**config.mk**
```make
export PLATFORM = sky130hd
export DESIGN_NAME = dcache_ctrl_flat
export DESIGN_NICKNAME = d
export VERILOG_FILES = /design/src/rtl/dcache_ctrl_if.sv /design/src/rtl/dcache_ctrl.sv /design/src/flat_wrapper.sv
export SDC_FILE = /design/constraint.sdc
export NUM_CORES = 1
export LEC_CHECK = 0
export BUFFER_PORTS_ARGS = -buffer_cell sky130_fd_sc_hd__buf_2
export CAP_MARGIN = 20
export CORE_UTILIZATION = 25
export CTS_BUF_LIST = sky130_fd_sc_hd__clkbuf_4 sky130_fd_sc_hd__clkbuf_8
export DETAILED_ROUTE_END_ITERATION = 8
export GPL_TIMING_DRIVEN = 0
export PLACE_DENSITY = 0.37
export SLEW_MARGIN = 5
export SYNTH_ARGS = -nofsm -noshare
export SYNTH_HDL_FRONTEND = slang
export SYNTH_SLANG_ARGS = --single-unit
```
**constraint.sdc**
```tcl
create_clock -name clk -period 6.3 [get_ports clk]
set_input_delay 1.26 -clock clk [delete_from_list [all_inputs] [get_ports clk]]
set_output_delay 1.26 -clock clk [all_outputs]
set_load 0.05 [all_outputs]
```
**src/rtl/dcache_ctrl_if.sv**
```systemverilog
// Bundle of the pipeline load/store port, the cache data-array port and the
// main-memory port seen by the data-cache sequencing controller.
// "master" is the controller side (it masters the array and memory port and
// answers the pipeline); "slave" is the environment: pipeline, data array
// and memory.
interface dcache_ctrl_if #(
  parameter int LINES = 16
);
  localparam int IDX_W = (LINES > 1) ? $clog2(LINES) : 1;

  // pipeline side
  logic             MemRead;
  logic             MemWrite;
  logic [31:0]      addr;
  logic [31:0]      wdata;
  logic             flush;
  logic [31:0]      ReadData;
  logic             stall;
  logic             done;

  // data-array side
  logic [IDX_W-1:0] arr_idx;
  logic             arr_we;
  logic [31:0]      arr_wdata;
  logic [31:0]      arr_rdata;

  // main-memory side
  logic             mem_req;
  logic             mem_we;
  logic [31:0]      mem_addr;
  logic [31:0]      mem_wdata;
  logic [31:0]      mem_rdata;
  logic             mem_ack;

  modport master (
    input  MemRead, MemWrite, addr, wdata, flush,
    output ReadData, stall, done,
    output arr_idx, arr_we, arr_wdata,
    input  arr_rdata,
    output mem_req, mem_we, mem_addr, mem_wdata,
    input  mem_rdata, mem_ack
  );

  modport slave (
    output MemRead, MemWrite, addr, wdata, flush,
    input  ReadData, stall, done,
    input  arr_idx, arr_we, arr_wdata,
    output arr_rdata,
    input  mem_req, mem_we, mem_addr, mem_wdata,
    output mem_rdata, mem_ack
  );
endinterface

```
**src/rtl/dcache_ctrl.sv**
```systemverilog
// Sequencing controller for a small fully associative, write-through,
// no-write-allocate data cache with one 32-bit word per line. It owns the
// tag/valid store, looks up each pipeline access, refills read misses into a
// round-robin victim line, writes every store through to memory and holds
// the pipeline until the access completes.
module dcache_ctrl #(
  parameter int LINES = 16,
  parameter int TAG_W = 29
) (
  input  logic          clk,
  input  logic          reset,
  dcache_ctrl_if.master bus
);

  localparam int IDX_W = (LINES > 1) ? $clog2(LINES) : 1;

  typedef enum logic [1:0] {
    IDLE   = 2'd0,
    LOOKUP = 2'd1,
    REFILL = 2'd2,
    WRITE  = 2'd3
  } state_t;

  // FSM
  state_t           state_r;
  state_t           nextState_s;

  // tag/valid store and victim pointer
  logic [TAG_W-1:0] tag_r [LINES];
  logic [LINES-1:0] valid_r;
  logic [IDX_W-1:0] ptr_r;

  // latched request and last load result
  logic             opWrite_r;
  logic [31:0]      addr_r;
  logic [31:0]      wdata_r;
  logic [31:0]      readData_r;

  // lookup
  logic [TAG_W-1:0] reqTag_s;
  logic             hit_s;
  logic [IDX_W-1:0] hitIdx_s;

  // FSM decisions
  logic             accept_s;
  logic             flushNow_s;
  logic             fillNow_s;
  logic             done_s;
  logic             readDone_s;
  logic [31:0]      readDataNext_s;

  // raw (pre-reset-gating) output values
  logic [IDX_W-1:0] arrIdx_s;
  logic             arrWe_s;
  logic [31:0]      arrWdata_s;
  logic             memReq_s;
  logic             memWe_s;
  logic [31:0]      memAddr_s;
  logic [31:0]      memWdata_s;

  // The low three address bits select a byte within the word and never
  // take part in matching; they are still forwarded to memory untouched.
  assign reqTag_s = addr_r[31:32-TAG_W];

  // Associative match of the latched address against every valid line.
  // Tags are unique among valid lines, so OR-ing matching indices yields
  // the single hit index without a priority chain.
  always_comb begin
    hit_s    = 1'b0;
    hitIdx_s = {IDX_W{1'b0}};
    for (int i = 0; i < LINES; i++) begin
      if (valid_r[i] && (tag_r[i] == reqTag_s)) begin
        hit_s    = 1'b1;
        hitIdx_s = hitIdx_s | IDX_W'(i);
      end else begin
        hit_s    = hit_s;
      end
    end
  end

  // Next-state and output decode for IDLE/LOOKUP/REFILL/WRITE.
  always_comb begin
    nextState_s    = state_r;
    accept_s       = 1'b0;
    flushNow_s     = 1'b0;
    fillNow_s      = 1'b0;
    done_s         = 1'b0;
    readDone_s     = 1'b0;
    readDataNext_s = readData_r;
    arrIdx_s       = {IDX_W{1'b0}};
    arrWe_s        = 1'b0;
    arrWdata_s     = 32'd0;
    memReq_s       = 1'b0;
    memWe_s        = 1'b0;
    memAddr_s      = 32'd0;
    memWdata_s     = 32'd0;

    case (state_r)
      IDLE: begin
        if (bus.flush) begin
          // invalidate takes the whole cycle; a pending request waits
          flushNow_s  = 1'b1;
          nextState_s = IDLE;
        end else if (bus.MemRead || bus.MemWrite) begin
          accept_s    = 1'b1;
          nextState_s = LOOKUP;
        end else begin
          nextState_s = IDLE;
        end
      end

      LOOKUP: begin
        if (hit_s) begin
          arrIdx_s = hitIdx_s;
        end else begin
          arrIdx_s = {IDX_W{1'b0}};
        end
        if (opWrite_r) begin
          // write-through: update a present line now, memory follows
          if (hit_s) begin
            arrWe_s    = 1'b1;
            arrWdata_s = wdata_r;
          end else begin
            arrWe_s    = 1'b0;
          end
          nextState_s = WRITE;
        end else if (hit_s) begin
          done_s         = 1'b1;
          readDone_s     = 1'b1;
          readDataNext_s = bus.arr_rdata;
          nextState_s    = IDLE;
        end else begin
          nextState_s = REFILL;
        end
      end

      REFILL: begin
        memReq_s  = 1'b1;
        memWe_s   = 1'b0;
        memAddr_s = addr_r;
        if (bus.mem_ack) begin
          // victim at ptr is simply overwritten: memory already has its data
          arrIdx_s       = ptr_r;
          arrWe_s        = 1'b1;
          arrWdata_s     = bus.mem_rdata;
          fillNow_s      = 1'b1;
          done_s         = 1'b1;
          readDone_s     = 1'b1;
          readDataNext_s = bus.mem_rdata;
          nextState_s    = IDLE;
        end else begin
          nextState_s = REFILL;
        end
      end

      WRITE: begin
        memReq_s   = 1'b1;
        memWe_s    = 1'b1;
        memAddr_s  = addr_r;
        memWdata_s = wdata_r;
        if (bus.mem_ack) begin
          done_s      = 1'b1;
          nextState_s = IDLE;
        end else begin
          nextState_s = WRITE;
        end
      end

      default: begin
        nextState_s = IDLE;
      end
    endcase
  end

  // FSM state register.
  always_ff @(posedge clk) begin
    if (reset) begin
      state_r <= IDLE;
    end else begin
      state_r <= nextState_s;
    end
  end

  // Tag/valid store and round-robin victim pointer.
  always_ff @(posedge clk) begin
    if (reset) begin
      valid_r <= {LINES{1'b0}};
      ptr_r   <= {IDX_W{1'b0}};
      for (int i = 0; i < LINES; i++) begin
        tag_r[i] <= {TAG_W{1'b0}};
      end
    end else if (flushNow_s) begin
      valid_r <= {LINES{1'b0}};
    end else if (fillNow_s) begin
      valid_r[ptr_r] <= 1'b1;
      tag_r[ptr_r]   <= reqTag_s;
      // LINES is a power of two, so the natural wrap gives modulo LINES
      ptr_r          <= ptr_r + IDX_W'(1);
    end
  end

  // Request latch: captured once in IDLE; both strobes high means a store.
  always_ff @(posedge clk) begin
    if (reset) begin
      opWrite_r <= 1'b0;
      addr_r    <= 32'd0;
      wdata_r   <= 32'd0;
    end else if (accept_s) begin
      opWrite_r <= bus.MemWrite;
      addr_r    <= bus.addr;
      wdata_r   <= bus.wdata;
    end
  end

  // Last load result, presented on ReadData outside a load's done cycle.
  always_ff @(posedge clk) begin
    if (reset) begin
      readData_r <= 32'd0;
    end else if (readDone_s) begin
      readData_r <= readDataNext_s;
    end
  end

  // While reset is asserted every output is forced quiet, so a transaction
  // interrupted by reset can neither complete nor write the array.
  assign bus.done      = done_s & ~reset;
  assign bus.stall     = (bus.MemRead | bus.MemWrite) & ~done_s & ~reset;
  assign bus.ReadData  = reset ? 32'd0 : readDataNext_s;
  assign bus.arr_idx   = reset ? {IDX_W{1'b0}} : arrIdx_s;
  assign bus.arr_we    = arrWe_s & ~reset;
  assign bus.arr_wdata = reset ? 32'd0 : arrWdata_s;
  assign bus.mem_req   = memReq_s & ~reset;
  assign bus.mem_we    = memWe_s & ~reset;
  assign bus.mem_addr  = reset ? 32'd0 : memAddr_s;
  assign bus.mem_wdata = reset ? 32'd0 : memWdata_s;

endmodule

```
**src/flat_wrapper.sv**
```systemverilog
// flat-port wrapper written by rule: the top's interface ports become plain ports
module dcache_ctrl_flat 
#(
  parameter int LINES = 16,
  parameter int TAG_W = 29
)
  (clk, reset, bus_MemRead, bus_MemWrite, bus_addr, bus_wdata, bus_flush, bus_ReadData, bus_stall, bus_done, bus_arr_idx, bus_arr_we, bus_arr_wdata, bus_arr_rdata, bus_mem_req, bus_mem_we, bus_mem_addr, bus_mem_wdata, bus_mem_rdata, bus_mem_ack);
  dcache_ctrl_if #(.LINES(LINES)) bus_i ();
  input  logic clk;
  input  logic reset;
  input wire logic [$bits(bus_i.MemRead)-1:0] bus_MemRead;
  input wire logic [$bits(bus_i.MemWrite)-1:0] bus_MemWrite;
  input wire logic [$bits(bus_i.addr)-1:0] bus_addr;
  input wire logic [$bits(bus_i.wdata)-1:0] bus_wdata;
  input wire logic [$bits(bus_i.flush)-1:0] bus_flush;
  output wire logic [$bits(bus_i.ReadData)-1:0] bus_ReadData;
  output wire logic [$bits(bus_i.stall)-1:0] bus_stall;
  output wire logic [$bits(bus_i.done)-1:0] bus_done;
  output wire logic [$bits(bus_i.arr_idx)-1:0] bus_arr_idx;
  output wire logic [$bits(bus_i.arr_we)-1:0] bus_arr_we;
  output wire logic [$bits(bus_i.arr_wdata)-1:0] bus_arr_wdata;
  input wire logic [$bits(bus_i.arr_rdata)-1:0] bus_arr_rdata;
  output wire logic [$bits(bus_i.mem_req)-1:0] bus_mem_req;
  output wire logic [$bits(bus_i.mem_we)-1:0] bus_mem_we;
  output wire logic [$bits(bus_i.mem_addr)-1:0] bus_mem_addr;
  output wire logic [$bits(bus_i.mem_wdata)-1:0] bus_mem_wdata;
  input wire logic [$bits(bus_i.mem_rdata)-1:0] bus_mem_rdata;
  input wire logic [$bits(bus_i.mem_ack)-1:0] bus_mem_ack;
  assign bus_i.MemRead = bus_MemRead;
  assign bus_i.MemWrite = bus_MemWrite;
  assign bus_i.addr = bus_addr;
  assign bus_i.wdata = bus_wdata;
  assign bus_i.flush = bus_flush;
  assign bus_ReadData = bus_i.ReadData;
  assign bus_stall = bus_i.stall;
  assign bus_done = bus_i.done;
  assign bus_arr_idx = bus_i.arr_idx;
  assign bus_arr_we = bus_i.arr_we;
  assign bus_arr_wdata = bus_i.arr_wdata;
  assign bus_i.arr_rdata = bus_arr_rdata;
  assign bus_mem_req = bus_i.mem_req;
  assign bus_mem_we = bus_i.mem_we;
  assign bus_mem_addr = bus_i.mem_addr;
  assign bus_mem_wdata = bus_i.mem_wdata;
  assign bus_i.mem_rdata = bus_mem_rdata;
  assign bus_i.mem_ack = bus_mem_ack;
  dcache_ctrl #(.LINES(LINES), .TAG_W(TAG_W)) u_core (.clk(clk), .reset(reset), .bus(bus_i));
endmodule
```
## Yosys cells after proc, flatten, opt, wreduce, memory -nomap -nowiden

Memory sizes are Yosys's and may differ from the RTL's.
Cells that the tools add are included.
W data, S select, Z words.

| storage, ports and cells | value |
|---|---|
| flip-flop bits (word level) | 119 |
| bits in writable memories | 464 |
| input bits | 134 |
| output and inout bits | 137 |
| word-level logic and storage cells | 146 |
| memories | 1 |

Memory list:

| memory | depth | bits a word | rd ports | clocked after memory_dff | write ports | line | RTL |
|---|---|---|---|---|---|---|---|
| u_core.tag_r | 16 | 29 | 16 | 0 | 16 | dcache_ctrl.sv:29 | `logic [TAG_W-1:0] tag_r [LINES];` |

| cells by class | value |
|---|---|
| add/subtract/negate cells | 1 |
| magnitude comparators | 2 |
| eq/ne operators | 19 |
| muxes and demuxes | 82 |
| bitwise gates (word level) | 11 |
| reduce and logical (&&, ||, !) cells | 23 |

Operators with widths:

| cell | count |
|---|---|
| $eq A29 B29 Y1 | 16 |
| $mux W32 | 12 |
| $pmux W32 S2 | 2 |
| $mux W4 | 12 |
| $mux W1 | 38 |
| $mux W29 | 1 |
| $reduce_or A29 Y1 | 1 |
| $logic_and A1 B1 Y1 | 17 |
| $or A16 B16 Y16 | 1 |
| $mux W2 | 7 |
| $mux W3 | 4 |
| $pmux W2 S4 | 1 |
| $pmux W4 S2 | 1 |
| $and A1 B1 Y1 | 6 |
| $pmux W1 S2 | 3 |
| $lt A4 B5 Y1 const B | 1 |
| $add A4 B1 Y4 const B | 1 |
| $demux W1 S4 | 1 |
| $eq A2 B2 Y1 const B | 2 |
| $ge A4 B1 Y1 const B | 1 |
| $reduce_or A2 Y1 | 2 |
| $not A1 Y1 | 3 |
| $eq A2 B1 Y1 const B | 1 |
| $logic_not A2 Y1 | 1 |
| 3 further kinds | 3 |

## Longest topological paths before layout

Gate-level depths: netlist of run 1.
An unclocked memory read counts as a cell.

| logic depth | value |
|---|---|
| word-level depth | 25 |
| mapped depth | 12 |
| depth with buffers taken out | 8 |

## Worst setup path before layout of run 1

No wires, ideal clock.

| path | value |
|---|---|
| kind | reg2out |
| start | register u_core.addr_r[31] |
| end | output port bus_ReadData[22] |
| data arrival time | 3368 ps |
| data required time | 5040 ps |
| path slack | 1672 ps |
| stages on the path, launching flop included | 11 |
| buffers on the path | 2 |
| path through | dfxtp_1 buf_2 xor2_1 or4_1 nor4_1 a22oi_1 and4_4 a311oi_4 buf_6 a21oi_1 a211oi_1 |

| between the ends | value |
|---|---|
| word-level cells in the longest chain between the ends | 22 |
| elaborated cells between the ends (all ways) | 52 |
| classes of those cells | 16 x eq/ne; 20 x mux; 16 x reduce/logical |

Ends and longest elaborated chain:

| element | line | RTL |
|---|---|---|
| start: declaration | dcache_ctrl.sv:35 | `logic [31:0] addr_r;` |
| start signal: assignment | dcache_ctrl.sv:210 | `addr_r <= bus.addr;` |
| $eq A29 B29 Y1 | dcache_ctrl.sv:72 | `if (valid_r[i] && (tag_r[i] == reqTag_s)) begin` |
| $logic_and A1 B1 Y1 | dcache_ctrl.sv:72 |  |
| $mux W1 (15 in a row) | dcache_ctrl.sv:72 |  |
| $mux W1 (*) | dcache_ctrl.sv:72 |  |
| $mux W32 (*) | dcache_ctrl.sv:127 | `end else if (hit_s) begin` |
| $mux W32 (*) | dcache_ctrl.sv:118 | `if (opWrite_r) begin` |
| $pmux W32 S2 (*) | dcache_ctrl.sv:98 | `case (state_r)` |
| $mux W32 (*) | dcache_ctrl.sv:228 | `assign bus.ReadData = reset ? 32'd0 : readDataNext_s;` |
| end: declaration | flat_wrapper.sv:16 | `output wire logic [$bits(bus_i.ReadData)-1:0] bus_ReadData;` |

Every way passes the cells marked *; elsewhere a longest branch is shown, timed or not.

## Final worst setup path of run 1

| path | value |
|---|---|
| start | register u_core.addr_r[25] |
| end | output port bus_arr_wdata[19] |

| between the ends | value |
|---|---|
| word-level cells in the longest chain between the ends | 22 |
| elaborated cells between the ends (all ways) | 52 |
| classes of those cells | 16 x eq/ne; 20 x mux; 16 x reduce/logical |

Ends and longest elaborated chain:

| element | line | RTL |
|---|---|---|
| $eq A29 B29 Y1 | dcache_ctrl.sv:72 |  |
| $logic_and A1 B1 Y1 | dcache_ctrl.sv:72 |  |
| $mux W1 (15 in a row) | dcache_ctrl.sv:72 |  |
| $mux W1 (*) | dcache_ctrl.sv:72 |  |
| $mux W32 (*) | dcache_ctrl.sv:120 | `if (hit_s) begin` |
| $mux W32 (*) | dcache_ctrl.sv:118 |  |
| $pmux W32 S2 (*) | dcache_ctrl.sv:98 |  |
| $mux W32 (*) | dcache_ctrl.sv:231 | `assign bus.arr_wdata = reset ? 32'd0 : arrWdata_s;` |
| end: declaration | flat_wrapper.sv:21 | `output wire logic [$bits(bus_i.arr_wdata)-1:0] bus_arr_wdata;` |

Marked as above.

==> impl_results.md, run 1 <==
- Met1 usage in global routing: between 30% and 40%
- Main synth FF type: edfxtp_1
- Comb power frac: roughly an eighth
- Cells after Synth: 2830
- Actual slew at the worst max-slew pin: 1130 ps
- RePlAce Congestion: 0.986
- CTS max path bufs: 3
- Crit-path max FO: 10
- Rel. slew slack: a little under a quarter
- Final Slew Violations: 0
- Area after DPL: 0.0339 sq mm
- Site Rows: 127
- Clock power share: approximately 40%
- # nets final: approximately 3400
- Finished Cell Area: around 0.036 sq mm
- Die area: about 0.12 sq mm
- Most common cell on crit path: buf_2
- Cell Area, Synth: 0.0302 sq mm
- DR vias: approximately 24000
- Hpwl dp: around 100000 um
- RSZ-0062 raised after global routing: yes
- Hold slack final: between 400 and 500 ps
- CP max stage cell: a31oi_2
- Sequential share of the synthesized area: ~54%
- CTS hold repair buffers: 0
- Leakage: around 12 nW
- Arr. time, crit path: a little under 5000 ps
- Cell Pwr Density: 261 mW/mm^2
- Area of the core: between 0.1 and 0.15 sq mm
- Seq pwr share: 45.9%
- Top-level port count: approximately 270
- FF+latch count, synth: around 580
- Clock skew: 58.4 ps
- Share of cells above drive strength 1: around 18%
- CP required: 5040 ps
- Period minus WS final: roughly 6200 ps
- Max cap viols: 0
- Crit path kind: flip-flop to primary output
- Drt drc: 0
- Die Wd: 350 um
- CTS tree: done
- Die Ht: ~350 um
- Avg Cell Area, Syn: approximately 11 sq um
- Internal power: 0.00679 W
- Gr usage total: 23.0%
- Endpoints failing setup: 0
- DR iter-0 viols: about 2900
- Setup crit end kind: primary output
- Initial DRT Pass Iterations: 7
- First-pass GRT wire length: around 190000 um
- YS warnings: 0
- Cell variety after synth: 43
- Avg WL per Cell: 29.1 um
- Clk root buf: clkbuf_8
- Max IR drop VDD: 0.138 mV
- Via density: about 4.9
- Met3 usage: roughly 3.6%
- Clk slew on worst S/H paths: about 50 ps
- EDFF count, synth: about 460
- Grt peak-use layer: met2
- Power Total: roughly 0.0095 W
- Area growth from synthesis to layout: 20.4%
- Cells along the critical path: buf_2 -> buf_4 -> xnor2_1 -> nand4_1 -> nor4_1 -> nand2_1 -> and4_1 -> a31oi_2 -> buf_2 -> nand2_1 -> a21oi_1 -> buf_2
- Hold Fails Final Rpt: 0
- Achievable Freq: ~160 MHz
- Initial antenna violation count: 34
- Drt total wl: approximately 140000 um
- Clock sink count: around 580
- Total gr overflow: 0
- Most common cell after layout, fill and taps aside: and2_1
- Initial core utilization: between 20% and 30%
- TritonCTS Buffers: ~110
- Antenna Violating Nets Remaining: 0
- Switching power total: about 0.0027 W
- HP Class: flip-flop to flip-flop
- Syn Nets: between 2000 and 3000
- Startpoint types: flip-flop
- Highest-count cells in the layout ignoring fill and taps: and2_1, edfxtp_1, xnor2_1
- GR met2 Demand/Resource: between 30% and 40%
- CP peak stage delay: roughly 620 ps
- Port Buffers: 270
- Sw frac: roughly 28%
- Final period util: just under 100%
- Vias in the first global route: ~23000
- H-tree depth: 3
- Largest net degree at the start of global routing: 30
- Clk_lat worst skew: 770 ps
- Status: finished clean
- FFs w/ async S/R, synth: 0%
stage by stage:
stage | setup TNS, ps | utilization (%) | cells | setup WS, ps
floorplan | 0 | - | 2830 | 1670
global placement | -3570 | 28.0 | 4712 | -201
detailed placement | 0 | 28.3 | 4734 | 332
CTS | 0 | 30.3 | 4936 | 5.82
global route | -18.2 | 30.3 | 4944 | -11.9
finish | 0 | 30.3 | 4950 | 84.6
state kept, by name (all words and copies together), names as in the netlist:
register           cells
u_core.tag_r         464
u_core.addr_r         32
u_core.readData_r     32
u_core.wdata_r        32
u_core.valid_r        16
u_core.ptr_r           4
u_core.state_r         2
u_core.opWrite_r       1
power groups by stage:
| stage | sequential (W) | clock, W | combinational, W |
|---|---|---|---|
| final | 0.00435 | 0.00390 | 0.00123 |
| after global routing | 0.00437 | 0.00412 | 0.00129 |
| after CTS | 0.00436 | 0.00397 | 0.00123 |
| after detailed placement | 0.00443 | 0 | 0.00121 |
| after global placement | 0.00443 | 0 | 0.00120 |
| after floorplan | 0.00441 | 0 | 0.000658 |
layout make-up:
class	instances	area [sq um]
buffer	244	1260
clock buffer	179	2130
inverter	7	26.3
clock inverter	22	136
antenna	14	35.0
multi-input combinational	1996	12800
tap	1612	2020
timing repair buffer	293	1690
fill	12600	83600
sequential	583	16300
logic make-up after synthesis:
group / Yosys count / share of synthesized area (%)
simple gates: 1284 / 23.3
compound gates: 237 / 4.91
fa+ha+maj: 9 / 0.373
xor+xnor: 466 / 13.5
flops: 583 / 54.0
buf+inv: 251 / 3.89
cell usage after synthesis, types with 4 or more instances:
master / instances / share of area [%]
buf_4: 34 / 0.84
nand2b_1: 4 / 0.083
buf_2: 48 / 0.79
ha_1: 9 / 0.37
a311oi_1: 32 / 0.93
xor2_1: 5 / 0.14
nand2_1: 294 / 3.7
buf_6: 6 / 0.22
clkbuf_1: 148 / 1.8
a22oi_1: 5 / 0.12
dfxtp_1: 119 / 7.9
nor2_1: 60 / 0.75
edfxtp_1: 464 / 46
or2_2: 17 / 0.35
o21ai_0: 6 / 0.099
nand4_1: 227 / 4.7
xnor2_1: 461 / 13
buf_1: 8 / 0.099
a21oi_1: 140 / 2.3
inv_1: 6 / 0.075
nand3_1: 39 / 0.65
a211oi_1: 32 / 0.79
nor4_1: 63 / 1.3
and2_1: 513 / 11
nor3_1: 53 / 0.88
a21o_1: 16 / 0.40
repair_timing:
| action | 4_1_cts | 5_1_grt |
|---|---|---|
| buffers inserted | 1 | 0 |
| pin swaps | 1 | 1 |
| setup endpoints to repair | 66 | 5 |
| resized for setup | 39 | 1 |
| hold endpoints to repair | 0 | 0 |
path summary, 6_finish.rpt:
kind | end | from | slack, ps | cells past startpoint
max | bus_arr_wdata[19] | u_core.addr_r[25] | 80 | 12
min | u_core.addr_r[0] | u_core.addr_r[0] | 450 | 2
max reg2reg | u_core.readData_r[11] | u_core.addr_r[25] | 1920 | 11
min reg2reg | u_core.addr_r[0] | u_core.addr_r[0] | 450 | 2
critical path, delay by kind of cell (launching register included):
kind,cells,cell delay (ps)
XOR/XNOR,1,210
buffers and inverters,4,1510
flip-flops,1,320
AND/OR/NAND/NOR,5,1320
AO/OA/AOI/OAI,2,840
metal layers:
| metal | share of wire [%] | up-vias | wire length, um |
|---|---|---|---|
| met4 | 2.4 | 0 | 3480 |
| met5 | 0 | - | 0 |
| met3 | 7.0 | 196 | 10100 |
| met2 | 47 | 1087 | 67000 |
| li1 | - | 10700 | - |
| met1 | 44 | 12400 | 63200 |
Power figures use the tool's default switching activity.
==> inputs of run 2 (changes only) <==
Settings changed: PLACE_DENSITY 0.37 to not set.
==> impl_results.md, run 2 (synthesized netlist as in run 1, its figures left out) <==
- Area of the core: about 0.12 sq mm
- Die area: between 0.1 and 0.15 sq mm
- Max IR drop VDD: between 0.15 and 0.2 mV
- Period minus WS final: 6260 ps
- Filler instances: 12500
- Initial core utilization: 25.2%
- Top-level port count: 271
- CTS tree: done
- DR vias: 24800
- Most common cell after layout, fill and taps aside: and2_1
- Die Ht: ~350 um
- First-pass GRT wire length: 171000 um
- Sw frac: ~28%
- Final period util: 99.3%
- CTS max path bufs: 3
- Hpwl dp: roughly 85000 um
- Die Wd: 350 um
- Drt total wl: between 100000 and 150000 um
- Setup TNS: 0 ps
- Actual slew at the worst max-slew pin: 1230 ps
- HP Class: flip-flop to flip-flop
- Share of cells above drive strength 1: between 10% and 20%
- DR iter-0 viols: 3546
- Max reg flops: about 460
- H-tree depth: 3
- Final Slew Violations: 0
- Clock power share: 39.2%
- CP required: around 5000 ps
- Clk root buf: clkbuf_8
- Clk_lat worst skew: ~740 ps
- Internal power: about 0.0065 W
- Power Total: 0.00907 W
- Area growth from synthesis to layout: 18.4%
- Vias in the first global route: between 20000 and 25000
- Setup crit end kind: primary output
- Total gr overflow: 0
- Hold Fails Final Rpt: 0
- Largest net degree at the start of global routing: 30
- Initial antenna violation count: 17
- RePlAce Congestion: just over 1
- Drt drc: 0
- Clock sink count: 583
- Via density: between 5 and 6
- Startpoint types: flip-flop
- Worst Setup SP: u_core.addr_r[7]
- Antenna Violating Nets Remaining: 0
- # nets final: around 3400
- Rel. slew slack: 18.0%
- RSZ-0062 raised after global routing: no
- Crit path kind: flip-flop to primary output
- Clk slew on worst S/H paths: ~70 ps
- Worst R2R Start: u_core.addr_r[8]
- Area after DPL: between 0.03 and 0.04 sq mm
- Endpoints failing setup: 0
- Max cap viols: 0
- Crit-path max FO: 10
- Site Rows: approximately 130
- Highest-count cells in the layout ignoring fill and taps: and2_1, edfxtp_1, xnor2_1
- Status: finished clean
- Finished Cell Area: approximately 0.036 sq mm
- Register with the highest flop count: u_core.tag_r
- Arr. time, crit path: about 5000 ps
- R2r setup slk: 2040 ps
- Clock skew: around 48 ps
- Initial DRT Pass Iterations: 6
- Seq pwr share: approximately 48%
- Port Buffers: 270
- Cell Pwr Density: between 200 and 300 mW/mm^2
- Avg WL per Cell: roughly 25 um
- Leakage: 12.2 nW
- Switching power total: around 0.0025 W
- Hold Startpoint: u_core.addr_r[1]
- CTS hold repair buffers: 0
- Comb power frac: 12.8%
- Achievable Freq: between 150 and 200 MHz
- TritonCTS Buffers: 99
- Gr usage total: about a fifth
## run 2: timing repair
item                       in CTS  in global routing
setup endpoints to repair      39                 20
buffers inserted                3                  1
pin swaps                       1                  1
resized for setup               6                 13
## run 2: path summary, 6_finish.rpt
kind,to,depth (start not counted)
min,u_core.addr_r[1],2
min reg2reg,u_core.addr_r[1],2
max,bus_ReadData[3],13
max reg2reg,u_core.readData_r[11],11
## run 2: power groups by stage
stage	Combinational (W)	Clock, W	Sequential [W]
2_1_floorplan	0.000658	0	0.00441
3_3_place_gp	0.00111	0	0.00443
3_5_place_dp	0.00112	0	0.00443
4_1_cts	0.00112	0.00356	0.00435
5_1_grt	0.00119	0.00371	0.00436
6_report	0.00116	0.00356	0.00435
## run 2: critical path: stages, from the launching register on
cell and delay [ps]:
dfxtp_1 300, buf_2 430, buf_4 460, xnor2_1 220
nand4_1 120, nor4_1 560, a22oi_1 310, and4_4 270
a311oi_4 270, buf_4 190, buf_6 150, a21oi_1 140
a211oi_1 460, buf_2 370
## run 2: layer usage
layer,GRT usage [%],wire length (um)
met3,5.06,14700
met1,26.3,49500
met5,0.667,120
met4,10.8,7050
met2,29.0,53500
## run 2: final cells by class
type	count	area (sq um)	share of cell area, %
Inverter	7	26.3	0.0734
Multi-Input combinational cell	1996	12700	35.6
Antenna cell	6	15.0	0.0419
Buffer	244	1170	3.26
Timing Repair Buffer	282	1490	4.16
Clock buffer	160	1900	5.30
Sequential cell	583	16300	45.6
Clock inverter	23	119	0.332
Tap cell	1612	2020	5.63
## run 2: per-stage QoR
| stage | util, % | hold slack (ps) | setup WS (ps) | std cells |
|---|---|---|---|---|
| final | 29.8 | 450 | 43.9 | 4913 |
| after global routing | 29.8 | 473 | 49.2 | 4910 |
| after CTS | 29.8 | 451 | 9.60 | 4905 |
| after detailed placement | 28.1 | 442 | 406 | 4719 |
| after global placement | 28.0 | 438 | 226 | 4712 |
| after floorplan | - | 432 | 1670 | 2830 |
